`src/rtl/pll_dri_master_if.sv`:
```
//------------------------------------------------------------------------------
// Module      : pll_dri_master_if
// Description : Request/response bus from the soft CPU plus the PLL DRI port
//               and lock input, bundled for the DRI master.
// Revision    : 1.0 - initial release
//------------------------------------------------------------------------------
`default_nettype none

interface pll_dri_master_if;
    logic        req_valid;
    logic        req_ready;
    logic        req_write;
    logic [7:0]  req_addr;
    logic [31:0] req_wdata;
    logic        rsp_valid;
    logic        rsp_ready;
    logic [31:0] rsp_rdata;
    logic [1:0]  rsp_err;
    logic [10:0] dri_ctrl;
    logic [32:0] dri_wdata;
    logic [32:0] dri_rdata;
    logic        dri_arst_n;
    logic        lock;

    // DRI master side
    modport master (
        input  req_valid, req_write, req_addr, req_wdata, rsp_ready, dri_rdata, lock,
        output req_ready, rsp_valid, rsp_rdata, rsp_err, dri_ctrl, dri_wdata, dri_arst_n
    );

    // CPU bus / PLL side
    modport slave (
        output req_valid, req_write, req_addr, req_wdata, rsp_ready, dri_rdata, lock,
        input  req_ready, rsp_valid, rsp_rdata, rsp_err, dri_ctrl, dri_wdata, dri_arst_n
    );
endinterface

`default_nettype wire

```
`src/rtl/pll_dri_master.sv`:
```
//------------------------------------------------------------------------------
// Module      : pll_dri_master
// Description : Fabric-side initiator for the PLL Dynamic Reconfiguration
//               Interface. One framed DRI transaction per CPU request, done
//               timeout, optional wait for PLL re-lock after writes.
// Revision    : 1.0 - initial release
//------------------------------------------------------------------------------
`default_nettype none

module pll_dri_master #(
    parameter int TIMEOUT    = 256,   // 2..65535
    parameter bit WAIT_LOCK  = 1'b1,
    parameter int LOCK_BLANK = 32     // >= 1
) (
    input  wire logic         clk,
    input  wire logic         rst_n,
    pll_dri_master_if.master  bus
);

    // One extra counter bit so LOCK_BLANK+TIMEOUT-1 fits in the lock wait.
    localparam int CNT_W = 17;
    localparam logic [CNT_W-1:0] c_wait_last  = CNT_W'(TIMEOUT - 1);
    localparam logic [CNT_W-1:0] c_blank      = CNT_W'(LOCK_BLANK);
    localparam logic [CNT_W-1:0] c_lock_last  = CNT_W'(LOCK_BLANK + TIMEOUT - 1);

    typedef enum logic [2:0] {
        S_IDLE  = 3'd0,
        S_ISSUE = 3'd1,
        S_WAIT  = 3'd2,
        S_LOCKW = 3'd3,
        S_RESP  = 3'd4
    } state_t;

    state_t             r_state;
    logic [1:0]         r_arst_sync;
    logic [1:0]         r_lock_sync;
    logic               r_req_ready;
    logic               r_rsp_valid;
    logic [31:0]        r_rsp_rdata;
    logic [1:0]         r_rsp_err;
    logic               r_strobe;
    logic               r_write;
    logic [7:0]         r_addr;
    logic [31:0]        r_wdata;
    logic [CNT_W-1:0]   r_cnt;
    logic               w_done;
    logic               w_lock;

    assign w_done = bus.dri_rdata[32];
    assign w_lock = r_lock_sync[1];

    // DRI reset: asserts with rst_n, releases on the second clk edge after it.
    always_ff @(posedge clk or negedge rst_n) begin
        if (!rst_n) r_arst_sync <= 2'b00;
        else        r_arst_sync <= {r_arst_sync[0], 1'b1};
    end

    // Bring the asynchronous PLL lock into the clk domain.
    always_ff @(posedge clk or negedge rst_n) begin
        if (!rst_n) r_lock_sync <= 2'b00;
        else        r_lock_sync <= {r_lock_sync[0], bus.lock};
    end

    // Transaction sequencer with all bus and DRI outputs registered.
    always_ff @(posedge clk or negedge rst_n) begin
        if (!rst_n) begin
            r_state     <= S_IDLE;
            r_req_ready <= 1'b0;
            r_rsp_valid <= 1'b0;
            r_rsp_rdata <= 32'd0;
            r_rsp_err   <= 2'd0;
            r_strobe    <= 1'b0;
            r_write     <= 1'b0;
            r_addr      <= 8'd0;
            r_wdata     <= 32'd0;
            r_cnt       <= '0;
        end else begin
            case (r_state)
                S_IDLE: begin
                    // Ready tracks the DRI reset release so it rises with it.
                    r_req_ready <= r_arst_sync[0];
                    if (bus.req_valid && r_req_ready) begin
                        r_write     <= bus.req_write;
                        r_addr      <= bus.req_addr;
                        r_wdata     <= bus.req_wdata;
                        r_strobe    <= 1'b1;
                        r_req_ready <= 1'b0;
                        r_state     <= S_ISSUE;
                    end
                end
                S_ISSUE: begin
                    r_strobe <= 1'b0;
                    r_cnt    <= '0;
                    r_state  <= S_WAIT;
                end
                S_WAIT: begin
                    r_cnt <= r_cnt + CNT_W'(1);
                    // Done takes priority over a coincident timeout.
                    if (w_done) begin
                        if (!r_write) begin
                            r_rsp_rdata <= bus.dri_rdata[31:0];
                            r_rsp_err   <= 2'd0;
                            r_rsp_valid <= 1'b1;
                            r_state     <= S_RESP;
                        end else if (WAIT_LOCK) begin
                            r_cnt   <= '0;
                            r_state <= S_LOCKW;
                        end else begin
                            r_rsp_rdata <= 32'd0;
                            r_rsp_err   <= 2'd0;
                            r_rsp_valid <= 1'b1;
                            r_state     <= S_RESP;
                        end
                    end else if (r_cnt == c_wait_last) begin
                        r_rsp_rdata <= 32'd0;
                        r_rsp_err   <= 2'd1;
                        r_rsp_valid <= 1'b1;
                        r_state     <= S_RESP;
                    end
                end
                S_LOCKW: begin
                    r_cnt <= r_cnt + CNT_W'(1);
                    // Lock is blanked right after the write while the PLL drops it.
                    if ((r_cnt >= c_blank) && w_lock) begin
                        r_rsp_rdata <= 32'd0;
                        r_rsp_err   <= 2'd0;
                        r_rsp_valid <= 1'b1;
                        r_state     <= S_RESP;
                    end else if (r_cnt == c_lock_last) begin
                        r_rsp_rdata <= 32'd0;
                        r_rsp_err   <= 2'd2;
                        r_rsp_valid <= 1'b1;
                        r_state     <= S_RESP;
                    end
                end
                S_RESP: begin
                    if (bus.rsp_ready) begin
                        r_rsp_valid <= 1'b0;
                        r_rsp_rdata <= 32'd0;
                        r_rsp_err   <= 2'd0;
                        r_req_ready <= r_arst_sync[0];
                        r_state     <= S_IDLE;
                    end
                end
                default: begin
                    r_state <= S_IDLE;
                end
            endcase
        end
    end

    assign bus.req_ready  = r_req_ready;
    assign bus.rsp_valid  = r_rsp_valid;
    assign bus.rsp_rdata  = r_rsp_rdata;
    assign bus.rsp_err    = r_rsp_err;
    assign bus.dri_ctrl   = {r_strobe, r_write, r_addr, 1'b0};
    assign bus.dri_wdata  = {1'b0, r_wdata};
    assign bus.dri_arst_n = r_arst_sync[1];

endmodule

`default_nettype wire
```
`src/flat_wrapper.sv`:
```
// flat-port wrapper written by rule: the top's interface ports become plain ports
module pll_dri_master_flat 
#(
    parameter int TIMEOUT    = 256,              
    parameter bit WAIT_LOCK  = 1'b1,
    parameter int LOCK_BLANK = 32            
)
  (clk, rst_n, bus_req_valid, bus_req_write, bus_req_addr, bus_req_wdata, bus_rsp_ready, bus_dri_rdata, bus_lock, bus_req_ready, bus_rsp_valid, bus_rsp_rdata, bus_rsp_err, bus_dri_ctrl, bus_dri_wdata, bus_dri_arst_n);
  pll_dri_master_if bus_i ();
  input  wire logic clk;
  input  wire logic rst_n;
  input wire logic [$bits(bus_i.req_valid)-1:0] bus_req_valid;
  input wire logic [$bits(bus_i.req_write)-1:0] bus_req_write;
  input wire logic [$bits(bus_i.req_addr)-1:0] bus_req_addr;
  input wire logic [$bits(bus_i.req_wdata)-1:0] bus_req_wdata;
  input wire logic [$bits(bus_i.rsp_ready)-1:0] bus_rsp_ready;
  input wire logic [$bits(bus_i.dri_rdata)-1:0] bus_dri_rdata;
  input wire logic [$bits(bus_i.lock)-1:0] bus_lock;
  output wire logic [$bits(bus_i.req_ready)-1:0] bus_req_ready;
  output wire logic [$bits(bus_i.rsp_valid)-1:0] bus_rsp_valid;
  output wire logic [$bits(bus_i.rsp_rdata)-1:0] bus_rsp_rdata;
  output wire logic [$bits(bus_i.rsp_err)-1:0] bus_rsp_err;
  output wire logic [$bits(bus_i.dri_ctrl)-1:0] bus_dri_ctrl;
  output wire logic [$bits(bus_i.dri_wdata)-1:0] bus_dri_wdata;
  output wire logic [$bits(bus_i.dri_arst_n)-1:0] bus_dri_arst_n;
  assign bus_i.req_valid = bus_req_valid;
  assign bus_i.req_write = bus_req_write;
  assign bus_i.req_addr = bus_req_addr;
  assign bus_i.req_wdata = bus_req_wdata;
  assign bus_i.rsp_ready = bus_rsp_ready;
  assign bus_i.dri_rdata = bus_dri_rdata;
  assign bus_i.lock = bus_lock;
  assign bus_req_ready = bus_i.req_ready;
  assign bus_rsp_valid = bus_i.rsp_valid;
  assign bus_rsp_rdata = bus_i.rsp_rdata;
  assign bus_rsp_err = bus_i.rsp_err;
  assign bus_dri_ctrl = bus_i.dri_ctrl;
  assign bus_dri_wdata = bus_i.dri_wdata;
  assign bus_dri_arst_n = bus_i.dri_arst_n;
  pll_dri_master #(.TIMEOUT(TIMEOUT), .WAIT_LOCK(WAIT_LOCK), .LOCK_BLANK(LOCK_BLANK)) u_core (.clk(clk), .rst_n(rst_n), .bus(bus_i));
endmodule
```
`config.mk`:
```
export PLATFORM = sky130hd
export DESIGN_NAME = pll_dri_master_flat
export DESIGN_NICKNAME = d
export VERILOG_FILES = /design/src/rtl/pll_dri_master_if.sv /design/src/rtl/pll_dri_master.sv /design/src/flat_wrapper.sv
export SDC_FILE = /design/constraint.sdc
export NUM_CORES = 1
export LEC_CHECK = 0
export ABC_AREA = 1
export CAP_MARGIN = 20
export CORE_MARGIN = 1
export CORE_UTILIZATION = 40
export DETAILED_ROUTE_END_ITERATION = 10
export PLACE_DENSITY = 0.8
export SLEW_MARGIN = 20
export SYNTH_ARGS = -nofsm -noshare
export SYNTH_HDL_FRONTEND = slang
export SYNTH_SLANG_ARGS = --single-unit
```
`constraint.sdc`:
```
create_clock -name clk -period 4.95 [get_ports clk]
set_clock_uncertainty 0.05 [all_clocks]
set_input_delay 0.495 -clock clk [delete_from_list [all_inputs] [get_ports clk]]
set_output_delay 0.495 -clock clk [all_outputs]
set_load 0.01 [all_outputs]
```
==> flow_metrics.env <==
export IMPL_period_share_pct=64.1
export IMPL_wl_met3_um=769
export IMPL_drc=0
export IMPL_cts_resized=0
export IMPL_syn_area_sq_um=4680
export IMPL_cpPeakStageDelay_ns=0.79
export IMPL_hold_buffers=0
export IMPL_synthCells=507
export IMPL_die_x_um=110
export IMPL_antenna_found_initial=0
export IMPL_path_cells="ha_1 -> nand3_1 -> nor3_2 -> nand2_1 -> a21oi_4 -> nand3_2 -> nand2_1 -> nand2_1"
export IMPL_cts_buffers_inserted=9
export IMPL_dpl_hpwl_um=8310
export IMPL_finalSetupViolCount=0
export IMPL_synthMuxAreaShare_pct=10.1
export IMPL_topRoutingLayerUsed="met4"
export IMPL_crit_path_top_delay_cell="nand3_2"
export IMPL_dr_wl_met2_um=6080
export IMPL_syn_avg_cell_area_sq_um=9.23
export IMPL_num_fill_cells=1003
export IMPL_leakage_nw=3.05
export IMPL_port_buffers=157
export IMPL_crit_required_ns=5.12
export IMPL_met1Wirelength_um=4680
export IMPL_max_freq_ghz=0.315
export IMPL_max_slew_margin_rel_pct=35.5
export IMPL_status="complete, no violations"
export IMPL_overflow=0
export IMPL_cp_end_kind="flip-flop"
export IMPL_multi_input_area_sq_um=1830
export IMPL_design_die_area_sq_um=12100
export IMPL_vias=4031
export IMPL_ctsHtreeMaxLevel=3
export IMPL_grt_use_total_pct=19.9
export IMPL_crit_arrival_ns=3.34
export IMPL_clock_path_buffers=2
export IMPL_clk_pin_slew_worst_paths_ns=0.07
export IMPL_rsz0062_at_grt="false"
export IMPL_viasPerCell=5.07
export IMPL_gp_congestion=0.890
export IMPL_rows=39
export IMPL_cts_tree="yes"
export IMPL_clock_sinks=102
export IMPL_clockRootBuffer="clkbuf_16"
export IMPL_first_iter_violations=289
export IMPL_crit_path_frequent_cell="nand2_1"
export IMPL_place_area_sq_um=6280
export IMPL_synthAdderAreaFrac_pct=0.535
export IMPL_ir_worst_vdd_uv=277
export IMPL_synth_compound_area_share_pct=3.98
export IMPL_path_buf_inv=0
export IMPL_start_util_pct=41.0
export IMPL_clk_latency_ns=0.33
export IMPL_nNetsFinal=730
export IMPL_drive_gt1_share_pct=11.5
export IMPL_period_needed_ns=3.18
export IMPL_synth_top_family_by_area="simple AND/OR/NAND/NOR gates"
export IMPL_wl_um=11700
export IMPL_path_max_fanout=38
export IMPL_crit_family="simple AND/OR/NAND/NOR gates"
export IMPL_grt_pass1_vias=4207
export IMPL_grt_max_degree=59
export IMPL_regArea_sq_um=2550
export IMPL_min_path_type="in -> async"
export IMPL_diodes=0
export IMPL_wl_per_cell_um=14.7
export IMPL_grt_pass1_wl_um=18900
export IMPL_fin_total_pwr_w=0.00370
export IMPL_io_pins=160
export IMPL_start_kind="flip-flop"
export IMPL_slew_viol_final=0
export IMPL_ys_warn_count=0
export IMPL_p_per_area_nw_per_um2=560
export IMPL_netlist_cell_type_count=28
export IMPL_first_pass_iters=5
export IMPL_finalInstanceArea_sq_um=6600
export IMPL_drv_cap=0
export IMPL_synthSimpleGateAreaFrac_pct=24.1
export IMPL_seq_area_frac_synth_pct=54.5
export IMPL_synth_seq_cells=102
export IMPL_ant_nets=0
export IMPL_setup_tns_ns=0
export IMPL_crit_type="reg -> reg"
export IMPL_postCtsSetupBuffers=0
export IMPL_tightest_slew_ns=0.964
export IMPL_core_sq_um=11400
export IMPL_syn_to_final_growth_pct=41.1
export IMPL_die_h_um=110
export IMPL_finalHoldViolations=0
export IMPL_synthXorXnorAreaFrac_pct=0
cells by family after synthesis:
family	Yosys count
AOI/OAI and AO/OA	34
and+or+nand+nor	260
buffers and inverters	65
other	2
adders and majority gates	2
muxes	42
DFF	102
cell usage after synthesis (all sizes together):
master	instances	area share, %
a211oi	1	0.16
a21boi	1	0.16
a21oi	12	1.4
a31oi	3	0.40
buf	25	3.4
clkbuf	5	0.40
conb	2	0.16
dfrtp	102	55
ha	2	0.53
inv	35	2.8
mux2	42	10
nand2	139	11
nand3	15	1.8
nand4	37	4.9
nor2	61	5.2
nor3	8	0.96
o21ai	17	1.9
metal layers:
layer	global-route usage, %	up-vias
met1	23.5	1940
met3	4.76	17
met5	0	-
li1	-	1936
met4	6.48	0
met2	35.4	138
registers in the layout (all words and copies together), names as in the netlist, 2 cells and up:
signal                cells
u_core.r_lock_sync        2
u_core.r_addr             8
u_core.r_state            3
u_core.r_arst_sync        2
u_core.bus.rsp_rdata     32
u_core.bus.rsp_err        2
u_core.r_cnt             17
u_core.r_wdata           32
layout by cell type, fill, tap and decap left out:
cell type / Yosys / final
dfrtp_1: 102 / 102
nand3_1: 13 / 13
bufinv_16: 0 / 2
a21oi_1: 11 / 11
buf_8: 0 / 1
a21boi_0: 1 / 1
inv_2: 3 / 3
nand4_1: 37 / 37
o21ai_2: 1 / 1
a31oi_1: 3 / 3
o21ai_1: 1 / 1
o21ai_0: 15 / 15
nor2_1: 56 / 56
inv_1: 32 / 32
conb_1: 2 / 3
nor3_1: 7 / 7
nand3_2: 2 / 2
clkbuf_16: 0 / 9
mux2_2: 42 / 42
ha_1: 2 / 2
inv_6: 0 / 1
nand2_1: 138 / 137
nand2_2: 1 / 2
clkdlybuf4s50_1: 0 / 156
nor3_2: 1 / 1
a21oi_4: 0 / 1
nor2_2: 5 / 5
a211oi_1: 1 / 1
buf_4: 7 / 3
clkinvlp_4: 0 / 2
power by group:
part	switching [W]	internal [W]	total, W
Sequential	0.000182	0.00114	0.00132
Clock	0.000297	0.000439	0.000737
Combinational	0.000814	0.000830	0.00164
cell type report:
type	instances	area share (%)
Clock buffer	9	3.41
Clock inverter	5	1.27
Inverter	35	1.99
Multi-Input combinational cell	341	27.8
Sequential cell	102	38.7
Tap cell	143	2.71
Timing Repair Buffer	160	24.2
worst register-to-register path: stages, from the launching register on:
cell and delay (ns):
dfrtp_1 0.41, ha_1 0.20, nand3_1 0.17, nor3_2 0.21, nand2_1 0.13, a21oi_4 0.73, nand3_2 0.79, nand2_1 0.27
nand2_1 0.09
stage by stage:
step	hold WS, ns	utilization, %	worst slack (ns)	cells
after floorplan	0.149	-	3.35	508
after global placement	0.293	55.0	1.61	780
after detailed placement	0.293	55.0	1.46	780
after CTS	0.123	57.7	1.79	794
after global routing	0.153	57.8	1.44	795
final	0.102	57.8	1.77	795
final timing paths:
check / cells past startpoint / startpoint / slack (ns) / to
worst max-delay path: 8 / u_core.r_cnt[0] / 1.77 / u_core.bus.rsp_rdata[31]
worst min-delay path: 1 / rst_n / 0.10 / u_core.bus.rsp_rdata[0]
worst max register to register: 8 / u_core.r_cnt[0] / 1.77 / u_core.bus.rsp_rdata[31]
worst min register to register: 0 / u_core.r_lock_sync[0] / 0.29 / u_core.r_lock_sync[1]
max in group asynchronous: 2 / rst_n / 3.61 / u_core.r_addr[3]
min in group clk: 0 / u_core.r_lock_sync[0] / 0.29 / u_core.r_lock_sync[1]
Power figures use the tool's default switching activity.
